===== src/rtl/conv_sched_pkg.sv =====
// Shared types and helpers for the conv window scheduler: FSM state encoding,
// default output-grid size and the stripe-memory address helper.
package conv_sched_pkg;

    typedef enum logic [2:0] {
        IDLE,
        ROW_CLR,
        FETCH,
        LOAD_TAIL,
        TRIG,
        WAIT_RES,
        ADVANCE,
        DONE
    } sched_state_e;

    localparam int IMG_H_DEF = 16;
    localparam int IMG_W_DEF = 15;
    localparam int K_H_DEF   = 3;
    localparam int K_W_DEF   = 3;

    localparam int OUT_H = IMG_H_DEF - K_H_DEF + 1;
    localparam int OUT_W = IMG_W_DEF - K_W_DEF + 1;

    // The stripe memory holds one K_H-pixel column word per (output row, image column).
    function automatic logic [31:0] win_addr(input logic [31:0] row,
                                             input logic [31:0] col,
                                             input logic [31:0] img_w);
        return row * img_w + col;
    endfunction

endpackage


===== src/rtl/win_pos_cnt.sv =====
// Window position counter: output row, next fetch column and derived output column.
// Updates in the same cycle as the scheduler FSM; next-values are exported for address lookahead.
module win_pos_cnt #(
    parameter int IMG_H = 16,
    parameter int IMG_W = 15,
    parameter int K_H   = 3,
    parameter int K_W   = 3,
    parameter int RW    = $clog2(IMG_H),
    parameter int CW    = $clog2(IMG_W + 1),
    parameter int OCW   = $clog2(IMG_W)
) (
    input  logic           clk,
    input  logic           rst,
    input  logic           i_pass_start,
    input  logic           i_row_clr,
    input  logic           i_col_inc,
    input  logic           i_row_inc,
    output logic [RW-1:0]  o_row,
    output logic [RW-1:0]  o_row_nxt,
    output logic [CW-1:0]  o_col_nxt,
    output logic [OCW-1:0] o_out_col,
    output logic           o_last_col,
    output logic           o_last_row
);

    logic [RW-1:0] r_row;
    logic [CW-1:0] r_col;
    logic [RW-1:0] w_row_nxt;
    logic [CW-1:0] w_col_nxt;

    always_comb begin
        w_row_nxt = r_row;
        w_col_nxt = r_col;
        if (i_pass_start) begin
            w_row_nxt = '0;
        end else if (i_row_inc) begin
            w_row_nxt = r_row + 1'b1;
        end
        if (i_row_clr) begin
            w_col_nxt = '0;
        end else if (i_col_inc) begin
            w_col_nxt = r_col + 1'b1;
        end
    end

    always_ff @(posedge clk) begin
        if (rst) begin
            r_row <= '0;
            r_col <= '0;
        end else begin
            r_row <= w_row_nxt;
            r_col <= w_col_nxt;
        end
    end

    // r_col points at the next column to fetch, so the window's left edge trails it by K_W.
    assign o_out_col  = OCW'(r_col - CW'(K_W));
    assign o_last_col = (r_col == CW'(IMG_W));
    assign o_last_row = (r_row == RW'(IMG_H - K_H));
    assign o_row      = r_row;
    assign o_row_nxt  = w_row_nxt;
    assign o_col_nxt  = w_col_nxt;

endmodule


===== src/rtl/conv_win_sched.sv =====
// Autonomous raster-order window scheduler: fetches column words, drives image-register load/clear,
// triggers the PE once per window and tags its result; stalls indefinitely in WAIT_RES for res_valid.
module conv_win_sched
    import conv_sched_pkg::*;
#(
    parameter int IMG_H  = 16,
    parameter int IMG_W  = 15,
    parameter int K_H    = 3,
    parameter int K_W    = 3,
    parameter int ADDR_W = 8,
    parameter int RES_W  = 24
) (
    input  logic                     clk,
    input  logic                     rst,
    input  logic                     start,
    output logic                     busy,
    output logic                     done,
    output logic                     mem_ren,
    output logic [ADDR_W-1:0]        mem_raddr,
    input  logic [8*K_H-1:0]         mem_rdata,
    output logic                     img_clear,
    output logic                     img_load_en,
    output logic [8*K_H-1:0]         img_col,
    output logic                     pe_clear,
    output logic                     pe_trigger,
    input  logic                     res_valid,
    input  logic [RES_W-1:0]         res_data,
    output logic                     out_valid,
    output logic [RES_W-1:0]         out_data,
    output logic [$clog2(IMG_H)-1:0] out_row,
    output logic [$clog2(IMG_W)-1:0] out_col
);

    localparam int RW  = $clog2(IMG_H);
    localparam int CW  = $clog2(IMG_W + 1);
    localparam int OCW = $clog2(IMG_W);
    localparam int FCW = $clog2(K_W + 1);

    sched_state_e r_state, w_state_nxt;
    logic [FCW-1:0] r_fc, w_fc_nxt;

    logic w_pass_start, w_row_clr, w_col_inc, w_row_inc, w_capture;
    logic [RW-1:0]  w_row, w_row_nxt;
    logic [CW-1:0]  w_col_nxt;
    logic [OCW-1:0] w_out_col;
    logic w_last_col, w_last_row;
    logic [ADDR_W-1:0] w_addr_nxt;

    logic              r_busy, r_done, r_mem_ren, r_img_clear, r_img_load_en;
    logic              r_pe_clear, r_pe_trigger, r_out_valid;
    logic [ADDR_W-1:0] r_mem_raddr;
    logic [RES_W-1:0]  r_out_data;
    logic [RW-1:0]     r_out_row;
    logic [OCW-1:0]    r_out_col;

    win_pos_cnt #(
        .IMG_H (IMG_H),
        .IMG_W (IMG_W),
        .K_H   (K_H),
        .K_W   (K_W),
        .RW    (RW),
        .CW    (CW),
        .OCW   (OCW)
    ) u_pos (
        .clk          (clk),
        .rst          (rst),
        .i_pass_start (w_pass_start),
        .i_row_clr    (w_row_clr),
        .i_col_inc    (w_col_inc),
        .i_row_inc    (w_row_inc),
        .o_row        (w_row),
        .o_row_nxt    (w_row_nxt),
        .o_col_nxt    (w_col_nxt),
        .o_out_col    (w_out_col),
        .o_last_col   (w_last_col),
        .o_last_row   (w_last_row)
    );

    always_ff @(posedge clk) begin
        if (rst) begin
            r_state <= IDLE;
            r_fc    <= '0;
        end else begin
            r_state <= w_state_nxt;
            r_fc    <= w_fc_nxt;
        end
    end

    always_comb begin
        w_state_nxt  = r_state;
        w_fc_nxt     = r_fc;
        w_pass_start = 1'b0;
        w_row_clr    = 1'b0;
        w_col_inc    = 1'b0;
        w_row_inc    = 1'b0;
        w_capture    = 1'b0;
        case (r_state)
            IDLE: begin
                if (start) begin
                    w_pass_start = 1'b1;
                    w_state_nxt  = ROW_CLR;
                end
            end
            ROW_CLR: begin
                w_row_clr   = 1'b1;
                w_fc_nxt    = FCW'(K_W);
                w_state_nxt = FETCH;
            end
            FETCH: begin
                w_col_inc = 1'b1;
                w_fc_nxt  = r_fc - 1'b1;
                if (r_fc <= FCW'(1)) begin
                    w_state_nxt = LOAD_TAIL;
                end
            end
            LOAD_TAIL: w_state_nxt = TRIG;
            TRIG:      w_state_nxt = WAIT_RES;
            WAIT_RES: begin
                if (res_valid) begin
                    w_capture   = 1'b1;
                    w_state_nxt = ADVANCE;
                end
            end
            ADVANCE: begin
                // Slide by one column within a row; a new row always refills from column 0.
                if (!w_last_col) begin
                    w_fc_nxt    = FCW'(1);
                    w_state_nxt = FETCH;
                end else if (!w_last_row) begin
                    w_row_inc   = 1'b1;
                    w_state_nxt = ROW_CLR;
                end else begin
                    w_state_nxt = DONE;
                end
            end
            DONE:    w_state_nxt = IDLE;
            default: w_state_nxt = IDLE;
        endcase
    end

    assign w_addr_nxt = ADDR_W'(win_addr(32'(w_row_nxt), 32'(w_col_nxt), 32'(IMG_W)));

    // Outputs are registered from the next state so each strobe is aligned with its state.
    always_ff @(posedge clk) begin
        if (rst) begin
            r_busy        <= 1'b0;
            r_done        <= 1'b0;
            r_mem_ren     <= 1'b0;
            r_mem_raddr   <= '0;
            r_img_clear   <= 1'b0;
            r_img_load_en <= 1'b0;
            r_pe_clear    <= 1'b0;
            r_pe_trigger  <= 1'b0;
            r_out_valid   <= 1'b0;
            r_out_data    <= '0;
            r_out_row     <= '0;
            r_out_col     <= '0;
        end else begin
            r_busy        <= (w_state_nxt != IDLE) && (w_state_nxt != DONE);
            r_done        <= (w_state_nxt == DONE);
            r_mem_ren     <= (w_state_nxt == FETCH);
            if (w_state_nxt == FETCH) begin
                r_mem_raddr <= w_addr_nxt;
            end
            r_img_clear   <= (w_state_nxt == ROW_CLR);
            r_img_load_en <= r_mem_ren;
            r_pe_clear    <= (w_state_nxt == ROW_CLR) ||
                             ((w_state_nxt == ADVANCE) && !w_last_col);
            r_pe_trigger  <= (w_state_nxt == TRIG);
            r_out_valid   <= w_capture;
            if (w_capture) begin
                r_out_data <= res_data;
                r_out_row  <= w_row;
                r_out_col  <= w_out_col;
            end
        end
    end

    assign busy        = r_busy;
    assign done        = r_done;
    assign mem_ren     = r_mem_ren;
    assign mem_raddr   = r_mem_raddr;
    assign img_clear   = r_img_clear;
    assign img_load_en = r_img_load_en;
    assign img_col     = mem_rdata;
    assign pe_clear    = r_pe_clear;
    assign pe_trigger  = r_pe_trigger;
    assign out_valid   = r_out_valid;
    assign out_data    = r_out_data;
    assign out_row     = r_out_row;
    assign out_col     = r_out_col;

endmodule

===== config.mk =====
export PLATFORM = sky130hd
export DESIGN_NAME = conv_win_sched
export DESIGN_NICKNAME = d
export VERILOG_FILES = /design/src/rtl/conv_sched_pkg.sv /design/src/rtl/win_pos_cnt.sv /design/src/rtl/conv_win_sched.sv
export SDC_FILE = /design/constraint.sdc
export NUM_CORES = 1
export LEC_CHECK = 0
export CORE_ASPECT_RATIO = 1.1
export CORE_MARGIN = 10
export CORE_UTILIZATION = 44
export DETAILED_ROUTE_END_ITERATION = 16
export MAX_ROUTING_LAYER = met4
export PLACE_DENSITY = 0.82
export SLEW_MARGIN = 20
export SYNTH_ARGS = -nofsm -noshare
export SYNTH_HDL_FRONTEND = slang
export SYNTH_SLANG_ARGS = --single-unit

===== constraint.sdc =====
create_clock -name clk -period 6.1 [get_ports clk]
set_clock_uncertainty 0.2 [all_clocks]
set_input_delay 1.83 -clock clk [delete_from_list [all_inputs] [get_ports clk]]
set_output_delay 1.83 -clock clk [all_outputs]
set_load 0.005 [all_outputs]

Word level (Yosys, flattened, before mapping)
Cells that the tools add are included.

Add/subtract/negate cells: 5. $mul: 1. $lt $le $gt $ge: 1. Equal/unequal tests: 16. Multiplexer cells: 21. Reductions and logical operators: 8.

Operators by type and width (number): $pmux 3 s8 (1); $eq 3x3->1 const B (7); $mux 4 (4); $mux 3 (5); $eq 3x2->1 const B (3); $mux 1 (9); $add 4x1->4 const B (2); $add 8x4->8 (1); $eq 4x4->1 const B (2); $mul 4x4->8 const B (1); $eq 3x1->1 const B (2); $pmux 2 s3 (1); $reduce_bool 3->1 (2); $sub 4x2->4 const B (1); $logic_not 3->1 (1); $ne 3x3->1 const B (1); $le 2x1->1 const B (1); $logic_and 1x1->1 (2); $mux 2 (1); $ne 2x2->1 const B (1); $reduce_and 2->1 (1); $sub 2x1->2 const B (1); $logic_not 1->1 (1); $logic_or 1x1->1 (1).

Register bits: 61. Input bits: 52. Output and inout port bits: 72. Logic and storage cells: 68.

Logic depth before layout (Yosys ltp)
Depth in word-level cells: 8. Mapped depth: 18. Depth with buffers taken out: 18.

By module
A second synthesis with hierarchy kept.

Cells, all modules: 368. Area total of the unflattened synthesis: 3260.6 µm².

By module, submodules not included: conv_win_sched (instances 1, cells each 312, area each 2740.1 µm², seq. area each 1061.0 µm²); win_pos_cnt (instances 1, cells each 56, area each 520.5 µm², seq. area each 160.2 µm²).

Worst setup path before layout
No wires, ideal clock.

Kind: input-to-reg. From: input start. To: register r_mem_raddr[7] (netlist: mem_raddr[7]). Library setup time: 0.125 ns. Data arrival time: 5.087 ns. Required time: 5.775 ns. Path slack: 0.688 ns. Stages on the path: 14. Path buffers: 1. Cells stage by stage: and3_1 -> clkbuf_1 -> nor2_1 -> fa_1 -> fa_1 -> inv_1 -> fa_1 -> inv_1 -> ha_1 -> nor2b_1 -> o31a_1 -> o21ai_0 -> a21o_1 -> a31oi_1.

Cells in the longest elaborated chain, start to end: 5. Elaborated cells between the ends (all ways): 8. Those cells by class: add/sub: 1; mul: 1; eq/ne: 1; mux: 5.

RTL lines: start, declared (line conv_win_sched.sv:15) `input logic start,`; $mux 1 (line conv_win_sched.sv:99) `if (start) begin`; $mux 1 (line conv_win_sched.sv:97) `case (r_state)`; $mux 4 (line win_pos_cnt.sv:34) `if (i_pass_start) begin`; via u_pos.o_row_nxt[1] (line win_pos_cnt.sv:19) `output logic [RW-1:0] o_row_nxt,`; $mul 4x4->8 (line conv_sched_pkg.sv:28) `return row * img_w + col;`; $add 8x4->8 (line conv_sched_pkg.sv:28); end signal, assigned (line conv_win_sched.sv:163) `r_mem_raddr <= w_addr_nxt;`; end, declared (line conv_win_sched.sv:51) `logic [ADDR_W-1:0] r_mem_raddr;`.

The timed path passes the listed nets, and every way through them passes these cells. A chain may end at the register's enable or synchronous reset.

Final worst setup path
Same ends and word-level chain as after synthesis.

==> reports/results.tsv <==
stage	metric	value	unit
cts	cts_hold_buffers	0	
layout	finalNonFillerCells	508	
sta	post-route-min-period	5520	ps
pwr	p_leak	1.57	nW
synthesis	syn_nets	450	
global_routing	antenna_found_initial	0	
critical_path	required	6160	ps
hold_path	hold_path.class	flip-flop to flip-flop	
layout	final_cell_mix	75 x clkdlybuf4s50_1, 71 x nand2_1, 61 x dfxtp_1	
synthesis	synth_flop_cell	dfxtp_1	
floorplan	fp.dieH	108	um
drt	drt_iter0_markers	146	
floorplan	io_pins	124	
drt	drc_errors	0	
synthesis	ys_ff_latch	61	
global_routing	grt_first_pass_wirelength	12500	um
sta	period_share	0.905	
synthesis	synthCells	370	
placement	placed_cell_area	0.00375	sq mm
cts	cts_tree	yes	
placement	place_congestion	0.839	
sta	drv_slew	0	
drt	wl_per_cell	15.1	um
synthesis	synth_edf_count	0	
synthesis	yosys_warnings	0	
cts	cts-root-buf	clkbuf_8	
placement	dp_hpwl	5840	um
layout	area_growth	27.5	%
critical_path	cp_slowest_stage_delay	530	ps
sta	worst_slew_pin_slew	601	ps
pwr	power_density	234	mW/mm^2
global_routing	gr-usage-all-layers	0.144	
cts	cts_setup_buffers	0	
synthesis	async_reset_ff_frac	0	
layout	diodes	0	
synthesis	netlist.area_leader.share	0.391	
synthesis	netlist-cell-type-count	39	
cts	cts_resized	0	
drt	num_vias	2599	
synthesis	yosysSeqAreaShare	0.391	
critical_path	critical_path_class	input pin to flip-flop	
critical_path	rrSetupSlack	1150	ps
critical_path	critPathSlowestCell	fa_1	
sta	maxSlewHeadroom	0.599	
cts	clk_pin_slew	70	ps
layout	utilization	0.571	
floorplan	fp.dieW	100	um
floorplan	fp.coreArea	0.00697	sq mm
cts	clock_latency	330	ps
drt	first_pass_iters	4	
cts	htree_levels	3	
floorplan	start_util	0.448	
synthesis	syn_area_per_cell	8.44	sq um
sta	setup_viol	0	
critical_path	cp_common_cell	fa_1	
sta	fin_setup_tns	0	ps
critical_path	critical_path.startpoint_type	input pin	
drt	ant_nets	0	
global_routing	grt_max_degree	36	
critical_path	cp_max_fo	7	
placement	placedCellCount	492	
layout	fillers	610	
layout	drive_gt1_frac	0.0638	
floorplan	die_area	0.0109	sq mm
global_routing	overflow	0	
layout	fin_nets	498	
global_routing	grt_pass1_vias	2597	
sta	max_freq	181	MHz
pwr	ir_drop	0.154	mV
layout	final_cell_area	0.00398	sq mm
sta	rsz0062_at_grt	no	
floorplan	row_count	32	
outcome	outcome	finished clean	
cts	cts_inserted_buffers	9	
critical_path	critical_path_arrival	5580	ps
drt	routed_wl	7650	um
synthesis	synthTopCellsByArea	dfxtp_1 39%, nand2_1 8.5%, ha_1 8.4%	
flow_run	cap_violations	0	
cts	clock-sinks	61	
sta	hold_violations	0	
critical_path	cp_cell_sequence	clkdlybuf4s50_1, and3_1, nor2_1, fa_1, fa_1, inv_1, fa_1, inv_1, ha_1, nor2b_1, o31a_1, o21ai_0, nand3_1, a31oi_1	
placement	io_buffers	75	
synthesis	syn_area	0.00312	sq mm
cts	cts_buffer_depth	2	
synthesis	synth_top_cell_by_area	dfxtp_1	
layout	layout_commonest_cell	clkdlybuf4s50_1	
drt	via_per_inst	5.12	
critical_path	cp-end-kind	flip-flop	
==> synthesized netlist by cell type (all sizes together), types with 4 or more instances <==
cell type,count
a211oi,4
a21oi,42
buf,31
clkbuf,12
dfxtp,61
fa,7
ha,21
inv,19
mux2i,6
nand2,71
nand3,5
nor2,27
o21ai,13
xnor2,6
==> final timing paths <==
| kind | start | endpoint | depth (start not counted) |
|---|---|---|---|
| worst min-delay path | out_data[6]$_SDFFE_PP0P_ | out_data[6]$_SDFFE_PP0P_ | 2 |
| worst max-delay path | start | mem_raddr[7]$_SDFFE_PP0P_ | 14 |
| worst max register to register | u_pos.r_col[0]$_SDFF_PP0_ | mem_raddr[7]$_SDFFE_PP0P_ | 17 |
| worst min register to register | out_data[6]$_SDFFE_PP0P_ | out_data[6]$_SDFFE_PP0P_ | 2 |
==> through the flow <==
stage	hold WS (ps)	worst slack, ps	power [mW]
2_1_floorplan	248	688	0.501
3_3_place_gp	242	358	0.534
3_5_place_dp	247	262	0.537
4_1_cts	256	596	0.941
5_1_grt	273	386	0.977
6_report	253	580	0.930
==> report_power, final <==
part / switching [mW] / internal, mW
Combinational: 0.0481 / 0.0537
Sequential: 0.0157 / 0.412
Clock: 0.160 / 0.240
Total: 0.224 / 0.706
==> logic make-up after synthesis <==
logic type	after synthesis	share of synthesized area
muxes	6	0.0192
DFF	61	0.391
xor gates and xnor gates	9	0.0252
adders and majority gates	28	0.129
AOI/OAI and AO/OA	81	0.152
buffers and inverters	62	0.108
and+or+nand+nor	123	0.175
==> critical path: cells and delay by family <==
| family | cells | cell delay (ps) |
|---|---|---|
| adders and majority gates | 4 | 1850 |
| and+or+nand+nor | 4 | 690 |
| AOI/OAI and AO/OA | 3 | 630 |
| buffers and inverters | 3 | 560 |
==> per-layer routing <==
| metal | vias to the layer above | global-route usage | share of wire | routed length [um] |
|---|---|---|---|---|
| met5 | - | - | 0 | 0 |
| met4 | 0 | 0.0444 | 0.013 | 102 |
| met3 | 15 | 0.0670 | 0.11 | 834 |
| met2 | 106 | 0.235 | 0.47 | 3610 |
| met1 | 1178 | 0.152 | 0.41 | 3110 |
| li1 | 1300 | - | - | - |
==> sequential cells by signal, summed over array words and instances, names as in the netlist <==
register,count
busy,1
done,1
img_clear,1
img_load_en,1
mem_raddr,8
mem_ren,1
out_col,4
out_data,24
out_row,4
out_valid,1
pe_clear,1
pe_trigger,1
r_fc,2
r_state,3
u_pos.o_row,4
u_pos.r_col,4
==> final cells by class <==
class,instances,area (sq um),area share
Timing Repair Buffer,80,788,0.198
Multi-Input combinational cell,247,1570,0.394
Tap cell,85,106,0.0267
Clock buffer,10,138,0.0346
Clock inverter,6,86.3,0.0217
Inverter,19,71.3,0.0179
Sequential cell,61,1220,0.307
No activity file was read; power rests on OpenSTA's default activity.
